File: config.mk
export PLATFORM = sky130hd
export DESIGN_NAME = write_back
export DESIGN_NICKNAME = d
export VERILOG_FILES = /design/src/rtl/write_back_pkg.sv /design/src/rtl/write_back_counters.sv /design/src/rtl/write_back.sv
export SDC_FILE = /design/constraint.sdc
export NUM_CORES = 1
export LEC_CHECK = 0
export BUFFER_PORTS_ARGS = -buffer_cell sky130_fd_sc_hd__buf_2
export CORE_MARGIN = 8
export CORE_UTILIZATION = 57
export CTS_CLUSTER_SIZE = 8
export DETAILED_ROUTE_END_ITERATION = 8
export PLACE_DENSITY = 0.9
export SLEW_MARGIN = 10
export SYNTH_ARGS = -nofsm -noshare
export SYNTH_HDL_FRONTEND = slang
export SYNTH_HIERARCHICAL = 1
export SYNTH_SLANG_ARGS = --single-unit
File: constraint.sdc
create_clock -name clk -period 7.8 [get_ports clk]
set_clock_uncertainty 0.05 [all_clocks]
set_input_delay 1.56 -clock clk [delete_from_list [all_inputs] [get_ports clk]]
set_output_delay 1.56 -clock clk [all_outputs]
set_load 0.03 [all_outputs]
File: src/rtl/write_back_pkg.sv
// Shared definitions for the Beta write-back stage: instruction encodings,
// register indices, the load-timeout fill value and the stage state encoding.
package write_back_pkg;

    // ADD(R31, R31, R31): the bubble injected by earlier stages
    localparam logic [31:0] INST_NOP = 32'h83FF_F800;

    // BNE(R31, 0, XP): the instruction substituted on an exception
    localparam logic [31:0] INST_XBNE = 32'h77DF_0000;

    // Value written to the register file when a load is abandoned
    localparam logic [31:0] LD_TIMEOUT_VALUE = 32'hDEAD_BEEF;

    localparam logic [4:0] REG_XP  = 5'd30;
    localparam logic [4:0] REG_R31 = 5'd31;

    typedef enum logic {
        WB_RUN     = 1'b0,
        WB_WAIT_LD = 1'b1
    } wb_state_e;

    // Destination register field of a Beta instruction
    function automatic logic [4:0] rc_field(input logic [31:0] inst);
        return inst[25:21];
    endfunction

endpackage

File: src/rtl/write_back_counters.sv
// Free-running performance counters of the write-back stage. Both counters
// wrap silently at 2^CNT_W.
module wb_counters #(
    parameter int CNT_W = 32
) (
    input  logic             clk,
    input  logic             rst_n,
    input  logic             inc_instret,
    input  logic             inc_ld_wait,
    output logic [CNT_W-1:0] instret,
    output logic [CNT_W-1:0] ld_wait_cycles
);

    logic [CNT_W-1:0] instret_q, instret_d;
    logic [CNT_W-1:0] ld_wait_q, ld_wait_d;

    // Next-count computation; a plain add gives the wrap-around for free
    always_comb begin
        instret_d = instret_q;
        ld_wait_d = ld_wait_q;
        if (inc_instret) begin
            instret_d = instret_q + 1'b1;
        end
        if (inc_ld_wait) begin
            ld_wait_d = ld_wait_q + 1'b1;
        end
    end

    // Counter registers, cleared by the synchronous reset
    always_ff @(posedge clk) begin
        if (!rst_n) begin
            instret_q <= '0;
            ld_wait_q <= '0;
        end else begin
            instret_q <= instret_d;
            ld_wait_q <= ld_wait_d;
        end
    end

    assign instret        = instret_q;
    assign ld_wait_cycles = ld_wait_q;

endmodule

File: src/rtl/write_back.sv
// Beta pipeline write-back stage: registers the memory-access results, waits
// for load data, selects the register-file write value and counts retirements.
module write_back
    import write_back_pkg::*;
#(
    parameter int CNT_W      = 32,
    parameter int LD_TIMEOUT = 255
) (
    input  logic             clk,
    input  logic             rst_n,
    input  logic [31:0]      pc,
    input  logic [31:0]      ir,
    input  logic [31:0]      y,
    input  logic             op_ld_or_ldr,
    input  logic             op_st,
    input  logic             rf_w_mux_jump,
    input  logic [31:0]      mem_r_data,
    input  logic             mem_r_valid,
    output logic             wb_stall,
    output logic             rf_we,
    output logic [4:0]       rf_w_addr,
    output logic [31:0]      rf_w_data,
    output logic             byp_valid,
    output logic             byp_pending,
    output logic             ld_err,
    output logic [CNT_W-1:0] instret,
    output logic [CNT_W-1:0] ld_wait_cycles
);

    localparam int WAIT_W = $clog2(LD_TIMEOUT + 1);
    localparam logic [WAIT_W-1:0] TIMEOUT_CNT = WAIT_W'(LD_TIMEOUT);

    // Stage input registers
    logic [31:0] pc_wb_q, pc_wb_d;
    logic [31:0] ir_wb_q, ir_wb_d;
    logic [31:0] y_wb_q, y_wb_d;
    logic        ld_wb_q, ld_wb_d;
    logic        st_wb_q, st_wb_d;
    logic        jump_wb_q, jump_wb_d;

    // Control state
    wb_state_e         state_q, state_d;
    logic [WAIT_W-1:0] wait_cnt_q, wait_cnt_d;
    logic              ld_err_q, ld_err_d;

    // Decoded / derived signals
    logic [4:0]        rc;
    logic              writes_rf;
    logic              retire;
    logic              stall;
    logic              wait_inc;
    logic              timeout_hit;
    logic [WAIT_W-1:0] wait_next;
    logic              we_c;
    logic [31:0]       wr_sel;

    // Input register next-state: capture upstream values unless stalled
    always_comb begin
        pc_wb_d   = pc_wb_q;
        ir_wb_d   = ir_wb_q;
        y_wb_d    = y_wb_q;
        ld_wb_d   = ld_wb_q;
        st_wb_d   = st_wb_q;
        jump_wb_d = jump_wb_q;
        if (!stall) begin
            pc_wb_d   = pc;
            ir_wb_d   = ir;
            y_wb_d    = y;
            ld_wb_d   = op_ld_or_ldr;
            st_wb_d   = op_st;
            jump_wb_d = rf_w_mux_jump;
        end
    end

    // Input registers; reset leaves a NOP in the stage
    always_ff @(posedge clk) begin
        if (!rst_n) begin
            pc_wb_q   <= '0;
            ir_wb_q   <= INST_NOP;
            y_wb_q    <= '0;
            ld_wb_q   <= 1'b0;
            st_wb_q   <= 1'b0;
            jump_wb_q <= 1'b0;
        end else begin
            pc_wb_q   <= pc_wb_d;
            ir_wb_q   <= ir_wb_d;
            y_wb_q    <= y_wb_d;
            ld_wb_q   <= ld_wb_d;
            st_wb_q   <= st_wb_d;
            jump_wb_q <= jump_wb_d;
        end
    end

    // Load-wait control: decide stall/retire and the next wait state
    always_comb begin
        rc          = rc_field(ir_wb_q);
        writes_rf   = !st_wb_q && (rc != REG_R31);
        state_d     = state_q;
        wait_cnt_d  = wait_cnt_q;
        ld_err_d    = ld_err_q;
        retire      = 1'b0;
        stall       = 1'b0;
        wait_inc    = 1'b0;
        timeout_hit = 1'b0;
        wait_next   = wait_cnt_q + 1'b1;
        case (state_q)
            WB_RUN: begin
                // A jump writes pc, so its load flag never needs memory data
                if (ld_wb_q && !jump_wb_q && !mem_r_valid) begin
                    stall      = 1'b1;
                    state_d    = WB_WAIT_LD;
                    wait_cnt_d = '0;
                end else begin
                    retire = 1'b1;
                end
            end
            WB_WAIT_LD: begin
                wait_inc   = 1'b1;
                wait_cnt_d = wait_next;
                if (mem_r_valid) begin
                    retire  = 1'b1;
                    state_d = WB_RUN;
                end else if (wait_next == TIMEOUT_CNT) begin
                    retire      = 1'b1;
                    timeout_hit = 1'b1;
                    ld_err_d    = 1'b1;
                    state_d     = WB_RUN;
                end else begin
                    stall = 1'b1;
                end
            end
            default: begin
                state_d = WB_RUN;
            end
        endcase
    end

    // State, wait counter and sticky error flag
    always_ff @(posedge clk) begin
        if (!rst_n) begin
            state_q    <= WB_RUN;
            wait_cnt_q <= '0;
            ld_err_q   <= 1'b0;
        end else begin
            state_q    <= state_d;
            wait_cnt_q <= wait_cnt_d;
            ld_err_q   <= ld_err_d;
        end
    end

    // Write-value select: jump beats load beats ALU result
    always_comb begin
        we_c = retire && writes_rf;
        if (jump_wb_q) begin
            wr_sel = pc_wb_q;
        end else if (ld_wb_q) begin
            wr_sel = timeout_hit ? LD_TIMEOUT_VALUE : mem_r_data;
        end else begin
            wr_sel = y_wb_q;
        end
    end

    wb_counters #(
        .CNT_W(CNT_W)
    ) u_counters (
        .clk            (clk),
        .rst_n          (rst_n),
        .inc_instret    (retire && (ir_wb_q != INST_NOP)),
        .inc_ld_wait    (wait_inc),
        .instret        (instret),
        .ld_wait_cycles (ld_wait_cycles)
    );

    assign wb_stall    = stall;
    assign rf_we       = we_c;
    assign rf_w_addr   = we_c ? rc : 5'd0;
    assign rf_w_data   = we_c ? wr_sel : 32'd0;
    assign byp_valid   = we_c;
    assign byp_pending = stall && writes_rf;
    assign ld_err      = ld_err_q;

endmodule

# After elaboration in Yosys (flattened, before gate mapping)
# Cells that the tools add are included.
classes:
  n_addsub: 3
  n_mul: 0
  div_mod_pow: 0
  order_cmp: 0
  n_eq_ne: 4
  shift: 0
  n_mux: 18
  bitwise: 2
  n_reduce_logical: 10
op_table:
  columns: ["op", "n"]
  rows:
  - ["32-bit 2-to-1 mux", 4]
  - ["32-bit by 1-bit adder with 32-bit output (second input constant)", 2]
  - ["32-bit != test (second input constant)", 1]
  - ["8-bit case mux with 2 select lines", 1]
  - ["1-bit 2-to-1 mux", 9]
  - ["8-bit by 1-bit adder with 8-bit output (second input constant)", 1]
  - ["8-bit == test (second input constant)", 1]
  - ["8-bit 2-to-1 mux", 1]
  - ["1-bit logical AND", 6]
  - ["5-bit 2-to-1 mux", 1]
  - ["5-bit != test (second input constant)", 1]
  - ["1-bit case mux with 2 select lines", 2]
  - ["1-bit zero test", 3]
  - ["3-bit AND reduction", 1]
  - ["2-bit != test (second input constant)", 1]
  - ["1-bit NOT", 2]
totals:
  regBits: 173
  latch_bits: 0
  mem_bits_rw: 0
  rom_bits: 0
  input_bits: 134
  output_inout_bits: 106
  n_memories: 0

# Depth between registers and ports, before layout
# Gate-level depths: netlist (run 1).
logic_depth:
  ltp_word: 9
  ltp_mapped: 16
  ltp_nobuf: 12

# Cells and area by module
# Netlist (run 1), hierarchy kept.
modules_own_cells:
  columns: ["mod", "instances", "cells_per_inst", "area_per_inst_um2"]
  rows:
  - ["write_back", 1, 693, 5554.1]
  - ["wb_counters", 1, 351, 3061.7]

# Worst setup path after synthesis (run 1)
# No wires, ideal clock.
synth_path:
  kind: "input port to output port"
  from: "input port mem_r_valid"
  to: "output port rf_w_data[10]"
  arrival_ps: 2897
  t_required_ps: 6190
  setup_slack_ps: 3293
  path_stages: 6
  path_buffers: 2
  cell_sequence: "nand2b_1 -> o31ai_2 -> nor3b_2 -> buf_4 -> buf_6 -> and2_1"
synth_via:
  elab_chain_cells: 6
  word_cells_on_any_way: 12
synth_rtl:
  columns: ["element", "line_no", "rtl"]
  rows:
  - ["from (decl)", "write_back.sv:18", "input logic mem_r_valid,"]
  - ["1-bit 2-to-1 mux / 1-bit zero test (equally long branches)", "write_back.sv:120, write_back.sv:109", null]
  - ["1-bit 2-to-1 mux / 1-bit logical AND (equally long branches)", "write_back.sv:106, write_back.sv:109", null]
  - ["32-bit 2-to-1 mux / 1-bit 2-to-1 mux (equally long branches)", "write_back.sv:157, write_back.sv:109", null]
  - ["32-bit 2-to-1 mux / 1-bit case mux with 2 select lines (equally long branches)", "write_back.sv:156, write_back.sv:106", null]
  - ["32-bit 2-to-1 mux / 1-bit logical AND (equally long branches)", "write_back.sv:154, write_back.sv:153", null]
  - ["32-bit 2-to-1 mux *", "write_back.sv:177", "assign rf_w_data = we_c ? wr_sel : 32'd0;"]
  - ["to (decl)", "write_back.sv:22", "output logic [31:0] rf_w_data,"]
# Mark *: on every way between the ends. The rest lies on a longest branch, timed or not.

# Worst setup path after layout (run 1)
layout_path:
  from: "input port mem_r_valid"
  to: "register u_counters.instret_q[20] (netlist: u_counters/instret[20])"
layout_via:
  elab_chain_cells: 5
  word_cells_on_any_way: 6
layout_rtl:
  columns: ["element", "line_no", "rtl"]
  rows:
  - ["1-bit zero test", "write_back.sv:109", "if (ld_wb_q && !jump_wb_q && !mem_r_valid) begin"]
  - ["1-bit logical AND", "write_back.sv:109", null]
  - ["1-bit 2-to-1 mux", "write_back.sv:109", null]
  - ["1-bit case mux with 2 select lines *", "write_back.sv:106", "case (state_q)"]
  - ["1-bit logical AND *", "write_back.sv:168", ".inc_instret (retire && (ir_wb_q != INST_NOP)),"]
  - ["to (signal assigned)", "write_back_counters.sv:35", "instret_q <= instret_d;"]
  - ["to (decl)", "write_back_counters.sv:14", "logic [CNT_W-1:0] instret_q, instret_d;"]
# Marked as above.
# A chain may end at the register's enable or synchronous reset.

==> metrics.md, run 1 <==
| Metric | Value |
|---|---|
| Outcome | finished clean |
| # Post-CTS Setup Buffers | 0 |
| Grt ovf | 0 |
| Synth Warn # | 6 |
| Post-DRT Antenna Nets | 0 |
| Post-Syn Nets | about 1200 |
| Cell mode on critical path | or4_1 |
| Crit Path Class | in2reg |
| Port Buffer Count | 239 |
| Slowest stage delay, CP | approximately 0.86 ns |
| Initial antenna violation count | 5 |
| Slew Limit Fails | 0 |
| Critical path, cell by cell | buf_2, nand2b_1, a311oi_1, a21o_4, nor2_4, buf_4, inv_1, a31oi_1, nand3_1, or4_1, or4_1, a21oi_1 |
| Power Density | 211 mW/mm2 |
| Avg WL per Cell | about 16 um |
| Peak VDD IR | 0.000175 V |
| Sequential area share after synthesis | 0.402 |
| Critical-path top delay cell | or4_1 |
| Post-Syn Area | 0.00862 mm2 |
| Post-route clock period utilization | 0.707 |
| Non-Filler Instances | 1443 |
| CTS buffer count | 17 |
| Worst hold path type | reg2reg |
| Hold Fails Final Rpt | 0 |
| Largest net degree at the start of global routing | approximately 110 |
| # rows | 45 |
| Distinct cells, synth | 54 |
| Clk Latency, worst-skew pair | around 0.42 ns |
| CTS resizes | 0 |
| Die width | around 140 um |
| Fin nets | around 1400 |
| Synth Flop Type | dfxtp_1 |
| Post-CTS Hold Buffers | 0 |
| Cells after Synth | ~1000 |
| I/O pin cnt | 240 |
| Cells after DPL | between 1000 and 1500 |
| Number of global-route vias before repair | around 7700 |
| Gr usage total | 0.231 |
| Clock Sinks | 173 |
| Slew Limit Headroom | 0.261 |
| Final setup viols | 0 |
| Utilization after layout | 0.685 |
| Tmin final | 5.52 ns |
| 1st-iter DRT viols | around 550 |
| Least-Margin Pin Slew | ~1.1 ns |
| Worst-path clk slew | 0.06 ns |
| H-tree levels | 4 |
| RD Place Congestion | 0.868 |
| Routed wire length | between 20 and 25 mm |
| CORE AREA | around 0.015 mm2 |
| Crit end category | register |
| Share of cells above drive strength 1 | 0.232 |
| Leakage | roughly 0.0048 uW |
| Layout Cell Area excl Fill | slightly above 0.01 mm2 |
| Worst-case clock buffer depth | 2 |
| Crit path max fanout | 32 |
| Effective utilization at floorplan | 0.575 |
| Max_cap viols | 0 |
| RSZ-0062 raised after global routing | false |
| Register area | 0.00346 mm2 |
| CTS tree | done |
| CP Launch Type | input port |
| Avg Synthesized Cell Area | between 8 and 9 um2 |
| Fill cells | 1199 |
| Die area | a little under 0.02 mm2 |
| CP required | 8.08 ns |
| Vias per cell | approximately 5.7 |
| FFs w/ async S/R, synth | 0 |
| Total power | between 2000 and 2500 uW |
| First-pass GRT wire length | between 30 and 40 mm |
| Root Buffer | clkbuf_16 |
| Crit path DAT | 5.80 ns |
| Hpwl dp | 16.5 mm |
| F_max | 181 MHz |
| Yosys reg bits | about 170 |
| EDFF count, synth | 0 |
| DRC viols | 0 |
| Setup TNS | 0 ns |
| Area Growth Syn to Fin | 19.1% |
| Chip height | between 100 and 150 um |
| Placed Area | 0.00967 mm2 |
| Via count | roughly 8200 |
| Drt pass-1 iters | 5 |
| Footprint of the multi-input gates | 0.00462 mm2 |
-- cells in the final DEF, fill, tap and decap left out, types with 4 or more instances in the layout --
master       n
o22ai_1     24
clkinv_4     4
nor3_1      12
nor2b_1     12
nand4_1     20
xor2_1      12
and2_1      47
nor4_1       8
inv_1       24
and4_1       9
o211ai_1    16
nor2_1      34
or3_1       11
nand3_1     28
a31oi_1      6
o21ai_0     68
buf_2      238
ha_1         4
or4_1       21
nand2_1    234
xnor2_1     13
o31ai_1     18
mux2i_1     94
a21oi_1     41
clkbuf_16   17
nand2b_1    11
and3_1       8
buf_4        7
dfxtp_1    172
-- Yosys cell counts (12+ instances only) --
library cell / number / area [um2]
a21oi_1: 41 / 205
xnor2_1: 13 / 114
nor3_1: 12 / 60.1
nand3_1: 28 / 140
and2_1: 47 / 294
inv_1: 24 / 90.1
or4_1: 21 / 158
nor2b_1: 12 / 75.1
nand2_1: 234 / 878
o22ai_1: 24 / 150
dfxtp_1: 173 / 3460
mux2i_1: 94 / 941
nand4_1: 20 / 125
o21ai_0: 68 / 340
clkbuf_1: 50 / 188
o31ai_1: 18 / 135
o211ai_1: 16 / 120
nor2_1: 34 / 128
xor2_1: 12 / 105
-- power by group --
group          total [uW]  switching, uW  internal, uW  leakage (uW)
clock                 816            356           460      0.000270
sequential            971           36.6           935       0.00142
combinational         379            232           147       0.00306
total                2170            624          1540       0.00476
-- final timing paths --
check	startpoint	to	slack [ns]	cells past startpoint
setup / recovery	mem_r_valid	u_counters/instret[20]	2.28	12
hold / removal	y_wb_q[24]	y_wb_q[24]	0.40	2
setup reg to reg	jump_wb_q	u_counters/instret[20]	2.45	12
hold reg to reg	y_wb_q[24]	y_wb_q[24]	0.40	2
-- sequential cells by signal (all words and copies together), names as in the netlist, 8 cells and up --
| name | flops |
|---|---|
| ir_wb_q | 32 |
| u_counters/ld_wait_cycles | 32 |
| pc_wb_q | 32 |
| wait_cnt_q | 8 |
| u_counters/instret | 32 |
| y_wb_q | 32 |
-- critical path: cells and delay by family --
family	cells	cell delay [ns]
buffers and inverters	3	0.95
AND/OR/NAND/NOR	5	2.04
AO/OA/AOI/OAI	4	1.22
-- area by class of cell --
class	count	share of cell area
clock buffer	21	0.0449
sequential	173	0.338
inverter	25	0.00914
tap	188	0.0229
multi-input combinational	775	0.450
clock inverter	11	0.0107
timing repair buffer	247	0.124
antenna	3	0.000731
-- stage by stage --
stage,setup slack (ns),hold slack (ns)
floorplan,3.29,0.380
global placement,2.09,0.388
detailed placement,1.94,0.394
CTS,2.37,0.403
global route,1.96,0.427
finish,2.28,0.402
-- per-layer routing --
metal | vias to the layer above | track usage | part of all wire
li1 | 4022 | - | -
met1 | 3752 | 0.281 | 0.43
met2 | 342 | 0.382 | 0.47
met3 | 36 | 0.0661 | 0.078
met4 | 4 | 0.0855 | 0.021
met5 | - | 0 | 0.0011
-- cells by family after synthesis --
group | synth area share
AO/OA/AOI/OAI | 0.128
AND/OR/NAND/NOR | 0.268
flip-flops | 0.402
multiplexers | 0.109
adder cells (fa/ha/maj) | 0.00581
XOR/XNOR | 0.0254
buffers and inverters | 0.0623
(Power assumes the default switching activity.)
==> inputs of run 2 (changes only) <==
--- a/config.mk
+++ b/config.mk
@@ -7,10 +7,10 @@
 export LEC_CHECK = 0
 export BUFFER_PORTS_ARGS = -buffer_cell sky130_fd_sc_hd__buf_2
 export CORE_MARGIN = 8
-export CORE_UTILIZATION = 57
+export CORE_UTILIZATION = 53
 export CTS_CLUSTER_SIZE = 8
 export DETAILED_ROUTE_END_ITERATION = 8
-export PLACE_DENSITY = 0.9
+export PLACE_DENSITY = 0.85
 export SLEW_MARGIN = 10
 export SYNTH_ARGS = -nofsm -noshare
 export SYNTH_HDL_FRONTEND = slang
==> constraint.sdc (replaced) <==
create_clock -name clk -period 5.7 [get_ports clk]
set_clock_uncertainty 0.05 [all_clocks]
set_input_delay 1.14 -clock clk [delete_from_list [all_inputs] [get_ports clk]]
set_output_delay 1.14 -clock clk [all_outputs]
set_load 0.03 [all_outputs]
==> metrics.md, run 2 (synthesis results as in run 1) <==
| Metric | Value |
|---|---|
| Effective utilization at floorplan | 0.542 |
| Vias per cell | between 5 and 6 |
| Worst-path clk slew | 0.06 ns |
| Post-DRT Antenna Nets | 0 |
| First-pass GRT wire length | ~37 mm |
| Fin nets | approximately 1400 |
| Clk Latency, worst-skew pair | 0.42 ns |
| Crit end category | output port |
| WL met2 | about 11 mm |
| Sw power | approximately 840 uW |
| CP required | between 4 and 5 ns |
| Largest net degree at the start of global routing | roughly 130 |
| Slew Limit Fails | 0 |
| Max_cap viols | 0 |
| Gr usage total | 0.222 |
| Switching Share | 0.288 |
| Slew Limit Headroom | 0.198 |
| CORE AREA | approximately 0.016 mm2 |
| Tmin final | between 4 and 5 ns |
| Leakage | 0.00474 uW |
| Hold Fails Final Rpt | 0 |
| Die width | about 140 um |
| Hpwl dp | between 15 and 20 mm |
| Non-Filler Instances | approximately 1500 |
| # Post-CTS Setup Buffers | 0 |
| P_int | about 2100 uW |
| CTS tree | done |
| Flop pwr share | 0.454 |
| Fill cells | between 1000 and 1500 |
| Via count | roughly 8200 |
| Area Growth Syn to Fin | 19.1% |
| Comb pwr share | 0.182 |
| Peak VDD IR | a little under 0.0002 V |
| Chip height | 144 um |
| Post-CTS Hold Buffers | 0 |
| Share of cells above drive strength 1 | 0.230 |
| Top routing layer used | met4 |
| Grt ovf | 0 |
| Worst Setup SP | mem_r_valid |
| Avg WL per Cell | approximately 16 um |
| Setup TNS | 0 ns |
| # rows | 46 |
| Initial antenna violation count | 1 |
| Critical-path top delay cell | o31ai_2 |
| Port Buffer Count | 239 |
| Crit Path Class | in2out |
| CTS resizes | 0 |
| Hold Crit Start | y_wb_q[8] |
| Least-Margin Pin Slew | between 1 and 1.5 ns |
| Final setup viols | 0 |
| RD Place Congestion | roughly 0.84 |
| Number of global-route vias before repair | ~7800 |
| Outcome | finished clean |
| Post-route clock period utilization | 0.785 |
| Worst-case hold slack | around 0.40 ns |
| Total power | a little under 3000 uW |
| Crit path DAT | roughly 3.3 ns |
| Clock power frac | 0.364 |
| Crit path max-delay family | compound AO/OA/AOI/OAI gates |
| Die area | about 0.021 mm2 |
| Power Density | about 280 mW/mm2 |
| Cell mode on critical path | buf_2 |
| F_max | roughly 220 MHz |
| Slowest stage delay, CP | between 1 and 1.5 ns |
| Cells after DPL | about 1400 |
| Worst hold path type | reg2reg |
| 1st-iter DRT viols | 506 |
| Clock Sinks | about 170 |
| Worst-case clock buffer depth | 2 |
| H-tree levels | 4 |
| CP bufs+invs | 3 |
| I/O pin cnt | 240 |
| Most common cell after layout, fill and taps aside | buf_2 |
| Wl on met1 | around 10 mm |
| Root Buffer | clkbuf_16 |
| Critical path, cell by cell | buf_2, nand2b_1, o31ai_2, nor3b_4, buf_4, and2_1, buf_2 |
| DRC viols | 0 |
| CTS buffer count | 17 |
| Crit path max fanout | 34 |
| CP Launch Type | input port |
| Drt pass-1 iters | 6 |
| Routed wire length | around 23 mm |
| Most frequent cells in the layout | buf_2 (238), nand2_1 (234), dfxtp_1 (172) |
| Worst r2r src | wait_cnt_q[1] |
| RSZ-0062 raised after global routing | false |
| Routed length on met3 | approximately 1.7 mm |
[run 2: changes by cell type in the layout (fill, tap and decap cells not counted)]
cell,delta
clkinvlp_4,-1
clkinv_4,-2
buf_4,+1
clkbuf_8,+1
buf_8,-1
bufinv_16,-1
clkinv_2,+1
clkbuf_1,+1
[run 2: metrics by stage]
stage	area, um2	utilization	setup WS (ns)
after floorplan	8620	-	1.82
after global placement	9710	0.611	1.31
after detailed placement	9710	0.611	1.15
after CTS	10300	0.645	1.24
after global routing	10300	0.645	1.02
final	10300	0.646	1.23
[run 2: layout make-up]
cell class / count / area (um2) / area share
multi-input cells: 775 / 4620 / 0.451
flip-flops and latches: 173 / 3460 / 0.338
repair buffers: 247 / 1260 / 0.123
clock buffers: 23 / 478 / 0.0466
well taps: 216 / 270 / 0.0263
inverters: 25 / 93.8 / 0.00915
clock inverters: 8 / 60.1 / 0.00585
diodes: 3 / 7.51 / 0.000732
[run 2: final timing paths]
check / to / slack [ns] / depth (start not counted)
max: rf_w_data[15] / 1.23 / 7
min: y_wb_q[8] / 0.40 / 2
max reg2reg: u_counters/instret[20] / 1.49 / 11
min reg2reg: y_wb_q[8] / 0.40 / 2
[run 2: tightest hold or removal path: cells and delay by family, from the launching register on]
kind | cells | cell delay (ns)
and+or+nand+nor | 1 | 0.05
muxes | 1 | 0.05
DFF | 1 | 0.30
[run 2: per-layer routing]
layer	up-vias	global-route usage
li1	4025	-
met1	3805	0.277
met2	297	0.358
met3	39	0.0511
met4	0	0.101
met5	-	0
[run 2: power by group through the flow]
stage	Combinational, uW	Clock (uW)	Sequential, uW
after floorplan	392	0	1340
after global placement	521	0	1340
after detailed placement	531	0	1350
after CTS	533	1090	1320
after global routing	577	1140	1330
final	529	1060	1320
==> inputs of run 3 (changes only) <==
==> constraint.sdc (replaced) <==
create_clock -name clk -period 4.3 [get_ports clk]
set_clock_uncertainty 0.05 [all_clocks]
set_input_delay 0.86 -clock clk [delete_from_list [all_inputs] [get_ports clk]]
set_output_delay 0.86 -clock clk [all_outputs]
set_load 0.03 [all_outputs]
==> metrics.md, run 3 (synthesis results as in run 1) <==
| Metric | Value |
|---|---|
| Global routing usage on met2 | 0.361 |
| Hold Fails Final Rpt | 0 |
| Die area | a little over 0.02 mm2 |
| Clock Sinks | between 150 and 200 |
| Crit end category | output port |
| Worst hold path type | reg2reg |
| Most frequent cells in the layout | buf_2 (238), nand2_1 (234), dfxtp_1 (172) |
| Post-route clock period utilization | 0.913 |
| P_int | 2950 uW |
| Tmin final | about 4 ns |
| Grt ovf | 0 |
| Met1 GRT Util | 0.272 |
| Most common cell after layout, fill and taps aside | buf_2 |
| Final setup viols | 0 |
| Clk Latency, worst-skew pair | 0.43 ns |
| CTS tree | done |
| CP required | approximately 3.4 ns |
| Max_cap viols | 0 |
| CTS buffer count | 17 |
| Peak VDD IR | approximately 0.00028 V |
| Crit Path Class | reg2out |
| Busiest grt layer | met2 |
| Outcome | finished clean |
| Via count | slightly above 8000 |
| Gr usage total | 0.222 |
| Comb pwr share | 0.173 |
| Crit path max fanout | 34 |
| Fin nets | between 1000 and 1500 |
| Port Buffer Count | around 240 |
| Flop pwr share | 0.425 |
| # rows | 46 |
| F_max | between 200 and 300 MHz |
| Area Growth Syn to Fin | 20.8% |
| Effective utilization at floorplan | 0.542 |
| Drt pass-1 iters | 5 |
| Share of cells above drive strength 1 | 0.236 |
| Routed wire length | ~24 mm |
| Worst-case clock buffer depth | 2 |
| First-pass GRT wire length | around 37 mm |
| Chip height | approximately 140 um |
| RSZ-0062 raised after global routing | false |
| Least-Margin Pin Slew | 1.08 ns |
| Slew Limit Fails | 0 |
| Die width | 144 um |
| Post-DRT Antenna Nets | 0 |
| 1st-iter DRT viols | about 560 |
| Vias per cell | 5.48 |
| Slew Limit Headroom | 0.278 |
| Avg WL per Cell | around 16 um |
| Largest net degree at the start of global routing | between 100 and 150 |
| Initial antenna violation count | 2 |
| H-tree levels | 4 |
| CP Launch Type | register |
| # Post-CTS Setup Buffers | 0 |
| Post-CTS Hold Buffers | 0 |
| Setup TNS | 0 ns |
| Crit path DAT | between 3 and 4 ns |
| CORE AREA | 0.0159 mm2 |
| Hpwl dp | roughly 17 mm |
| Power Density | between 300 and 400 mW/mm2 |
| Met3 usage in global routing | 0.0591 |
| I/O pin cnt | between 200 and 250 |
| CTS resizes | 0 |
| Number of global-route vias before repair | a little under 8000 |
| Utilization after layout | 0.655 |
| Clock power frac | 0.401 |
| RD Place Congestion | 0.876 |
| Leakage | just under 0.005 uW |
| Root Buffer | clkbuf_16 |
| Worst-path clk slew | around 0.060 ns |
| DRC viols | 0 |
| Switching Share | 0.282 |
| Sw power | between 1000 and 1500 uW |
-- run 3: changes by cell type in the layout (fill, tap and decap cells not counted), sizes merged --
cell,change
buf,+5
bufinv,+3
clkbuf,-2
clkinvlp,-1
inv,+1
-- run 3: worst paths after layout --
kind                  from                endpoint  slack (ns)  cells after the start
max          wait_cnt_q[1]            rf_w_data[6]        0.38                      8
min             y_wb_q[17]              y_wb_q[17]        0.40                      2
max reg2reg  wait_cnt_q[1]  u_counters/instret[22]        0.38                     11
min reg2reg     y_wb_q[17]              y_wb_q[17]        0.40                      2
-- run 3: stage by stage --
step / hold slack, ns / std cells / worst slack [ns] / cell area (um2) / power, uW
2_1_floorplan: 0.380 / 1044 / 0.700 / 8620 / 2300
3_3_place_gp: 0.389 / 1441 / 0.551 / 9760 / 2490
3_5_place_dp: 0.398 / 1441 / 0.429 / 9760 / 2500
4_1_cts: 0.407 / 1473 / 0.385 / 10400 / 4140
5_1_grt: 0.425 / 1475 / 0.0956 / 10400 / 4270
6_report: 0.401 / 1476 / 0.375 / 10400 / 4110
-- run 3: power groups by stage --
| stage | sequential, uW | combinational, uW | clock [uW] |
|---|---|---|---|
| 2_1_floorplan | 1780 | 520 | 0 |
| 3_3_place_gp | 1780 | 705 | 0 |
| 3_5_place_dp | 1780 | 713 | 0 |
| 4_1_cts | 1750 | 716 | 1670 |
| 5_1_grt | 1760 | 775 | 1740 |
| 6_report | 1750 | 713 | 1650 |
-- run 3: final cells by class --
type | count | area [um2]
diodes | 3 | 7.51
clock inverters | 11 | 154
flip-flops and latches | 173 | 3460
inverters | 25 | 93.8
clock buffers | 21 | 480
repair buffers | 252 | 1310
well taps | 216 | 270
multi-input cells | 775 | 4620
fillers | 1362 | 5480
-- run 3: worst max-delay path, cell delays in order, from the launching register on --
cell,delay (ns)
dfxtp_1,0.44
ha_1,0.35
nand2b_1,0.11
o311a_1,0.32
a21o_4,0.30
nor3b_4,0.27
buf_4,0.35
and2_1,0.22
buf_2,0.22
-- run 3: per-layer routing --
layer,up-vias,wire (um)
met4,0,599
met3,42,1630
met1,3748,10400
li1,4040,-
met5,-,0
met2,253,11100
